[config.mk]
export PLATFORM = sky130hd
export DESIGN_NAME = fifo_rr_arbiter
export DESIGN_NICKNAME = d
export VERILOG_FILES = /design/src/rtl/fifo_rr_arbiter.sv
export SDC_FILE = /design/constraint.sdc
export NUM_CORES = 1
export LEC_CHECK = 0
export CAP_MARGIN = 5
export CORE_AREA = 2 2 89 91
export DETAILED_ROUTE_END_ITERATION = 6
export DIE_AREA = 0 0 91 93
export MAX_ROUTING_LAYER = met4
export PLACE_DENSITY = 0.77
export SETUP_SLACK_MARGIN = 0.02
export SYNTH_ARGS = -nofsm -noshare
export SYNTH_HDL_FRONTEND = slang
export SYNTH_SLANG_ARGS = --single-unit
[constraint.sdc]
create_clock -name clock_i -period 2.7 [get_ports clock_i]
set_input_delay 0.675 -clock clock_i [delete_from_list [all_inputs] [get_ports clock_i]]
set_output_delay 0.675 -clock clock_i [all_outputs]
set_load 0.01 [all_outputs]
[src/rtl/fifo_rr_arbiter.sv]
// fifo_rr_arbiter: round-robin merge of NUM_REQ valid/ready streams into one registered, id-tagged output (burst hold under ARB_BURST_EN)
module fifo_rr_arbiter #(
    parameter int DATA_WIDTH = 32,
    parameter int NUM_REQ    = 4,
    parameter int ID_WIDTH   = 2,
    parameter int MAX_BURST  = 4
) (
    input  logic                          clock_i,
    input  logic                          reset_ni,
    input  logic [NUM_REQ*DATA_WIDTH-1:0] din_i,
    input  logic [NUM_REQ-1:0]            din_v_i,
    output logic [NUM_REQ-1:0]            din_r_o,
    output logic [DATA_WIDTH-1:0]         dout_o,
    output logic                          dout_v_o,
    output logic [ID_WIDTH-1:0]           dout_id_o,
    input  logic                          dout_r_i
);
    localparam int IW = (NUM_REQ > 1) ? $clog2(NUM_REQ) : 1;

    if (NUM_REQ < 2 || NUM_REQ > 16 || ID_WIDTH < IW || MAX_BURST < 1) begin : g_bad_cfg
        $error("fifo_rr_arbiter: illegal parameter combination");
    end

    logic [1:0]            rst_sync_q;
    logic                  active;
    logic [DATA_WIDTH-1:0] dout_q, dout_d;
    logic                  dout_v_q, dout_v_d;
    logic [ID_WIDTH-1:0]   dout_id_q, dout_id_d;
    logic [IW-1:0]         ptr_q, ptr_d;
    logic [IW-1:0]         idx, gsel;
    logic                  any_v, load, xfer;
    logic [NUM_REQ-1:0]    grant;
`ifdef ARB_BURST_EN
    localparam int BW = $clog2(MAX_BURST + 1);
    logic [BW-1:0]         burst_cnt_q, burst_cnt_d;
    logic                  hold_q, hold_d;
`endif

    // Two-flop release so leaving reset is seen synchronously; assertion still clears at once.
    always_ff @(posedge clock_i or negedge reset_ni) begin
        if (!reset_ni) rst_sync_q <= 2'b00;
        else           rst_sync_q <= {rst_sync_q[0], 1'b1};
    end

    assign active = rst_sync_q[1];

    // Pick the first valid requester at or after ptr, wrapping; a held burst owner overrides.
    always_comb begin
        any_v = 1'b0;
        gsel  = '0;
        idx   = '0;
        for (int k = 0; k < NUM_REQ; k++) begin
            idx = IW'((int'(ptr_q) + k) % NUM_REQ);
            if (!any_v && din_v_i[idx]) begin
                any_v = 1'b1;
                gsel  = idx;
            end
        end
`ifdef ARB_BURST_EN
        if (hold_q && din_v_i[dout_id_q[IW-1:0]]) begin
            any_v = 1'b1;
            gsel  = dout_id_q[IW-1:0];
        end
`endif
        grant = any_v ? (NUM_REQ'(1) << gsel) : '0;
    end

    assign load    = ~dout_v_q | dout_r_i;
    assign xfer    = any_v & load & active;
    assign din_r_o = grant & {NUM_REQ{load & active}};

    // Output slot: capture on transfer, empty when drained without a refill, hold when stalled.
    always_comb begin
        dout_d    = dout_q;
        dout_id_d = dout_id_q;
        dout_v_d  = dout_v_q & ~dout_r_i;
        ptr_d     = ptr_q;
        if (xfer) begin
            dout_d    = din_i[int'(gsel)*DATA_WIDTH +: DATA_WIDTH];
            dout_id_d = ID_WIDTH'(gsel);
            dout_v_d  = 1'b1;
            ptr_d     = (gsel == IW'(NUM_REQ - 1)) ? '0 : gsel + 1'b1;
        end
    end

    // Output and priority registers.
    always_ff @(posedge clock_i or negedge reset_ni) begin
        if (!reset_ni) begin
            dout_q    <= '0;
            dout_v_q  <= 1'b0;
            dout_id_q <= '0;
            ptr_q     <= '0;
        end else begin
            dout_q    <= dout_d;
            dout_v_q  <= dout_v_d;
            dout_id_q <= dout_id_d;
            ptr_q     <= ptr_d;
        end
    end

`ifdef ARB_BURST_EN
    // Burst tracking: count consecutive grants to one owner, release at MAX_BURST or when it drops valid.
    always_comb begin
        burst_cnt_d = burst_cnt_q;
        hold_d      = hold_q;
        if (xfer) begin
            burst_cnt_d = (hold_q && gsel == dout_id_q[IW-1:0]) ? burst_cnt_q + 1'b1 : BW'(1);
            hold_d      = burst_cnt_d != BW'(MAX_BURST);
            if (!hold_d) burst_cnt_d = '0;
        end else if (hold_q && !din_v_i[dout_id_q[IW-1:0]]) begin
            hold_d      = 1'b0;
            burst_cnt_d = '0;
        end
    end

    // Burst state registers.
    always_ff @(posedge clock_i or negedge reset_ni) begin
        if (!reset_ni) begin
            burst_cnt_q <= '0;
            hold_q      <= 1'b0;
        end else begin
            burst_cnt_q <= burst_cnt_d;
            hold_q      <= hold_d;
        end
    end
`endif

    assign dout_o    = dout_q;
    assign dout_v_o  = dout_v_q;
    assign dout_id_o = dout_id_q;
endmodule

==> out/qor.yml, run 1 <==
route:
  drc_errors: 0
  vias: 2742
  wl_um: 9140
  dr.first_iter.drc_count: 105
  firstDrtPassIters: 4
  avgRoutedWirePerCell_um: 17.4
  ant_nets: 0
  via_per_inst: 5.23
cells_and_area:
  ff_latch_area_sq_um: 976
  finalCoreUtilization_pct: 61.9
  final_area_sq_um: 4660
  layout_common_cells: "clkdlybuf4s50_1, dfrtp_1, buf_4, nor2_1"
  synthToLayoutAreaGrowth_pct: 86.9
  final_nets: 559
  multi_input_area_sq_um: 1440
  drive_gt1_share_pct: 18.7
  diodes: 0
  final_common_cell: "clkdlybuf4s50_1"
  n_fill_cell: 651
logic_synthesis:
  ys_warn_count: 0
  synthCells: 230
  ys_async_sr_fraction_pct: 100
  syn_area_per_cell_sq_um: 10.8
  synth-edff-count: 0
  yosys_most_used_dff: "dfrtp_1"
  ys_seq_elements: 39
  synth.distinct_cells: 34
  netlist_area_sq_um: 2490
  syn_nets: 367
  yosysSeqAreaShare_pct: 39.1
clock_tree:
  tritoncts: "built"
  cts_root_buf: "clkbuf_8"
  clock_latency_ps: 280
  cts_hold_buf: 0
  clkTransAtPathRegs_ps: 80
  cts_buffers: 5
  clock_path_buffers: 2
  cts_sinks: 39
  htree_levels: 2
setup_path:
  cp.arrival_ps: 1930
  reg2reg_to: "dout_o[31]"
  critPathMaxFanout: 4
  critPathLaunch: "din_v_i[3]"
  reg2reg_depth: 7
  endpoint_kind: "primary output"
  ff2ff_setup_slack_ps: 290
  required_ps: 2030
  crit-reg2reg-launch: "ptr_q[0]"
  start_kind: "input pin"
  endpoint: "din_r_o[2]"
  critPathKind: "input pin to primary output"
timing:
  max_slew_margin_pct: 26.8
  holdWs_ps: 346
  worst_clock_skew_ps: 5.66
  post-route-period-util_pct: 96.5
  final-max-slew-violation-count: 0
  fin_crit_ps: 2610
  rsz0062_at_grt: "false"
  finalHoldViolCount: 0
  worstMarginPinSlew_ps: 1100
  setup_viol: 0
  fmax_mhz: 384
grt:
  grt_overflow_total: 0
  grt_max_degree: 40
  grt_pass1_wl_um: 14100
  grt_pass1_vias: 2840
  grt_usage_pct: 21.3
  antenna_found_initial: 0
power:
  combinationalPowerShare_pct: 58.3
  power_switching_w: 0.00111
  power_w: 0.00317
  p_sw_share_pct: 35.1
  p_seq_share_pct: 29.4
  clkPwrFrac_pct: 12.2
  power.density_nw_per_um2: 681
  peakVddDrop_v: 0.000242
  internal_power_w: 0.00206
  leakagePower_nw: 1.91
floorplanning:
  fp.dieH_um: 93
  start_util_pct: 33.1
  ios: 174
  die-area_sq_um: 8460
  fp-row-count: 32
  die_w_um: 91
  coreArea_sq_um: 7530
place:
  hpwl_um: 6920
  numPortBuffers: 173
  globalplace.congestion: 0.932
  place_area_sq_um: 4500
run_status:
  outcome: "finished clean"
job:
  maxCapViolations: 0
min_path:
  hold_class: "register to register"
==> worst min path at each step <==
stage	start	depth (start not counted)	slack, ps	endpoint
floorplan	rst_sync_q[0]	0	330	rst_sync_q[1]
global placement	rst_sync_q[0]	0	330	rst_sync_q[1]
detailed placement	rst_sync_q[0]	0	340	rst_sync_q[1]
CTS	rst_sync_q[0]	0	350	rst_sync_q[1]
global route	rst_sync_q[0]	0	360	rst_sync_q[1]
finish	rst_sync_q[0]	0	350	rst_sync_q[1]
==> power groups by stage <==
| stage | Sequential (W) | Combinational [W] | Clock (W) |
|---|---|---|---|
| 2_1_floorplan | 0.00102 | 0.000784 | 0 |
| 3_3_place_gp | 0.000931 | 0.00179 | 0 |
| 3_5_place_dp | 0.000940 | 0.00182 | 0 |
| 4_1_cts | 0.000932 | 0.00185 | 0.000406 |
| 6_report | 0.000934 | 0.00185 | 0.000388 |
| 5_1_grt | 0.000955 | 0.00197 | 0.000425 |
==> cells in the mapped netlist, types with 2 or more instances <==
| master | number | area share, % |
|---|---|---|
| a21oi_1 | 3 | 0.60 |
| nor2_1 | 25 | 3.8 |
| a21o_1 | 2 | 0.60 |
| clkbuf_1 | 9 | 1.4 |
| mux2_2 | 7 | 3.2 |
| nand2_1 | 16 | 2.4 |
| mux2_1 | 16 | 7.2 |
| mux2i_1 | 18 | 7.2 |
| a221o_1 | 23 | 9.2 |
| a32oi_1 | 23 | 8.1 |
| o221ai_2 | 8 | 4.8 |
| and2_1 | 3 | 0.75 |
| o221ai_1 | 2 | 0.70 |
| buf_2 | 9 | 1.8 |
| buf_6 | 3 | 1.4 |
| dfrtp_1 | 39 | 39 |
| inv_1 | 2 | 0.30 |
| nand2b_1 | 5 | 1.3 |
| ha_1 | 2 | 1.0 |
==> layer usage <==
layer | wire [um] | vias to the layer above | global-route usage (%)
met1 | 3670 | 1309 | 23.9
met5 | 0 | - | -
met2 | 4690 | 141 | 38.6
met3 | 671 | 8 | 5.32
met4 | 96 | 0 | 4.67
li1 | - | 1284 | -
==> logic make-up (layout without fill, tap and decap cells) <==
kind of cell,Yosys count,in the layout,synth area share [%]
AND/OR/NAND/NOR,54,54,9.68
flip-flops,39,39,39.1
multiplexers,41,41,17.6
buffers and inverters,25,217,5.27
adder cells (fa/ha/maj),2,2,1.00
AO/OA/AOI/OAI,68,68,27.2
other,1,1,0.150
==> critical path, cell delays in order <==
cell             delay [ps]
clkdlybuf4s15_1         230
inv_2                    50
a21o_1                  170
a221oi_4                290
inv_1                    80
ha_2                    180
and2_1                  120
buf_2                   130
==> flip-flops by register name, indices dropped and copies added, names as in the netlist <==
name	flops
dout_o	32
dout_id_o	2
dout_v_o	1
ptr_q	2
rst_sync_q	2
==> stage by stage <==
| step | worst slack [ps] | std cells | TNS [ps] |
|---|---|---|---|
| after floorplan | 69.7 | 230 | 0 |
| after global placement | -561 | 510 | -5240 |
| after detailed placement | -699 | 510 | -8930 |
| after CTS | 18.7 | 523 | 0 |
| after global routing | 22.9 | 524 | 0 |
| final | 94.6 | 524 | 0 |
==> area by class of cell <==
type,count,area share (%)
clock buffers,6,1.77
clock inverters,1,0.107
inverters,3,0.242
multi-input cells,166,31.0
flip-flops and latches,39,20.9
well taps,102,2.74
repair buffers,207,43.2
==> timing repair <==
item | 4_1_cts | 5_1_grt
resized for setup | 23 | 11
setup buffers | 6 | 1
pin swaps | 3 | 3
endpoints found under the setup margin | 6 | 4
Power figures use the tool's default switching activity.
==> run 2: changes to the inputs <==
--- a/config.mk
+++ b/config.mk
@@ -7,11 +7,14 @@
 export LEC_CHECK = 0
 export CAP_MARGIN = 5
 export CORE_AREA = 2 2 89 91
+export CTS_CLUSTER_DIAMETER = 40
 export DETAILED_ROUTE_END_ITERATION = 6
 export DIE_AREA = 0 0 91 93
 export MAX_ROUTING_LAYER = met4
 export PLACE_DENSITY = 0.77
 export SETUP_SLACK_MARGIN = 0.02
+export SKIP_LAST_GASP = 1
+export SLEW_MARGIN = 20
 export SYNTH_ARGS = -nofsm -noshare
 export SYNTH_HDL_FRONTEND = slang
 export SYNTH_SLANG_ARGS = --single-unit
==> run 2 against run 1 <==
First-iteration DRC count is 11% lower. Critical path type unchanged. Fmax is 1.2% lower. Sequential share of layout area is 0.056 points lower. Clock skew is 0.81 ps higher. Hold slack worse by 1.5 ps. Register-to-register slack better by 90 ps. Critical path depth stayed put. Final cell count is 0.19% higher.
==> out/qor.yml, run 2 (same netlist as run 1, synthesis figures left out) <==
clock_tree:
  clock_latency_ps: 280  # about the same
  clkTransAtPathRegs_ps: 80  # about the same
  cts_root_buf: "clkbuf_8"
  tritoncts: "built"
  htree_levels: 2  # unchanged
  cts_buffers: 5  # unchanged
  cts_sinks: 39  # unchanged
  clock_path_buffers: 2  # unchanged
cells_and_area:
  diodes: 0  # unchanged
  final_area_sq_um: 4670  # +0.27%
  final_nets: 560  # +0.18%
  synthToLayoutAreaGrowth_pct: 87.4
  final_common_cell: "clkdlybuf4s50_1"
  drive_gt1_share_pct: 18.9  # +0.19 points
  largest_register_ffs: 32  # unchanged
  layout_common_cells: "clkdlybuf4s50_1, dfrtp_1, buf_4, nor2_1"
power:
  power.density_nw_per_um2: 680  # about the same
  power_w: 0.00318  # +0.24%
  leakagePower_nw: 1.92  # +0.32%
  peakVddDrop_v: 0.000236  # -2.7%
place:
  globalplace.congestion: 0.932  # unchanged
  numPortBuffers: 173  # unchanged
  hpwl_um: 6920  # unchanged
  place_area_sq_um: 4500  # unchanged
  pre_cts_slack_ps: -699  # unchanged
min_path:
  min_from: "rst_sync_q[0]"
  min_delay_worst_endpoint: "rst_sync_q[1]"
  hold_class: "register to register"
  hold_depth: 0  # unchanged
setup_path:
  start_kind: "input pin"
  crit-reg2reg-launch: "ptr_q[0]"
  reg2reg_to: "dout_o[28]"
  required_ps: 2030  # about the same
  critPathMaxFanout: 5  # +1
  ff2ff_setup_slack_ps: 380  # +90 ps
  reg2reg_depth: 7  # unchanged
  cp.arrival_ps: 1960  # +30 ps
  endpoint_kind: "primary output"
  critPathKind: "input pin to primary output"
floorplanning:
  die_w_um: 91  # unchanged
  die-area_sq_um: 8460  # unchanged
  ios: 174  # unchanged
  fp.dieH_um: 93  # unchanged
  start_util_pct: 33.1  # unchanged
  coreArea_sq_um: 7530  # unchanged
  fp-row-count: 32  # unchanged
grt:
  grt_pass1_vias: 2840  # unchanged
  grt_usage_pct: 21.3  # unchanged
  antenna_found_initial: 0  # unchanged
  grt_max_degree: 40  # unchanged
  grt_overflow_total: 0  # unchanged
  grt_pass1_wl_um: 14100  # unchanged
timing:
  tns_ps: 0  # unchanged
  fmax_mhz: 379  # -1.2%
  fin_crit_ps: 2640  # +31.4 ps
  max_slew_margin_pct: 43.0  # +16 points
  setup_viol: 0  # unchanged
  holdWs_ps: 344  # -1.47 ps
  layout_setup_ws_ps: 63.2  # -31.4 ps
  post-route-period-util_pct: 97.7  # +1.2 points
  worst_clock_skew_ps: 6.47  # +0.814 ps
  rsz0062_at_grt: "true"
  final-max-slew-violation-count: 0  # unchanged
  worstMarginPinSlew_ps: 855  # -242 ps
  finalHoldViolCount: 0  # unchanged
route:
  firstDrtPassIters: 4  # unchanged
  dr.first_iter.drc_count: 93  # -11%
  vias: 2756  # +0.51%
  avgRoutedWirePerCell_um: 17.5  # +0.21%
  ant_nets: 0  # unchanged
  drc_errors: 0  # unchanged
  via_per_inst: 5.25  # +0.32%
  wl_um: 9170  # +0.40%
run_status:
  outcome: "finished clean"
job:
  maxCapViolations: 0  # unchanged
==> run 2: per-layer routing <==
layer,global-route usage [%],routed length (um),up-vias
li1,-,-,1290
met1,23.9,3720,1334
met2,38.6,4740,126
met3,5.32,621,6
met4,4.67,94,0
met5,-,0,-
==> run 2: worst max-delay path by stage <==
stage | from | endpoint | slack, ps | depth (start not counted)
global route | din_v_i[1] | din_r_o[2] | -30 | 8
finish | din_v_i[0] | din_r_o[2] | 60 | 8
global placement | din_v_i[0] | din_r_o[3] | -560 | 7
detailed placement | din_v_i[0] | din_r_o[3] | -700 | 7
floorplan | din_v_i[2] | din_r_o[2] | 70 | 7
CTS | din_v_i[2] | din_r_o[3] | 20 | 7
==> run 2: final cells by class <==
| cell class | instances | area, sq um |
|---|---|---|
| Timing Repair Buffer | 208 | 2020 |
| Clock inverter | 1 | 5.00 |
| Tap cell | 102 | 128 |
| Clock buffer | 6 | 82.6 |
| Multi-Input combinational cell | 166 | 1450 |
| Inverter | 3 | 11.3 |
| Sequential cell | 39 | 976 |
| Fill cell | 646 | 2850 |
==> run 2: repair_timing <==
action | 4_1_cts | 5_1_grt
pin swaps | 3 | 3
hold buffers | 0 | 0
resized for setup | 23 | 9
setup buffers | 6 | 2
setup endpoints to repair | 6 | 4
==> run 2: critical path, cell delays in order <==
cell	delay, ps
clkdlybuf4s15_2	220
nand2b_1	150
a21oi_1	120
a221oi_4	260
inv_1	80
ha_2	180
and2_1	130
buf_2	140
==> run 2: where the power goes <==
| group | switching [W] | leakage [nW] | internal [W] |
|---|---|---|---|
| Combinational | 0.000800 | 1.39 | 0.00106 |
| Sequential | 0.000132 | 0.480 | 0.000801 |
| Clock | 0.000186 | 0.0470 | 0.000200 |
==> run 2: per-stage QoR <==
step	utilization, %	instances
after detailed placement	59.8	510
after global placement	59.8	510
after floorplan	-	230
after CTS	61.8	523
final	62.1	525
after global routing	62.1	525
==> run 3: changes to the inputs <==
--- a/config.mk
+++ b/config.mk
@@ -5,7 +5,7 @@
 export SDC_FILE = /design/constraint.sdc
 export NUM_CORES = 1
 export LEC_CHECK = 0
-export CAP_MARGIN = 5
+export CAP_MARGIN = 20
 export CORE_AREA = 2 2 89 91
 export CTS_CLUSTER_DIAMETER = 40
 export DETAILED_ROUTE_END_ITERATION = 6
==> results of run 3 <==
Same layout as run 2: the final DEF is identical, and so are final timing and power.
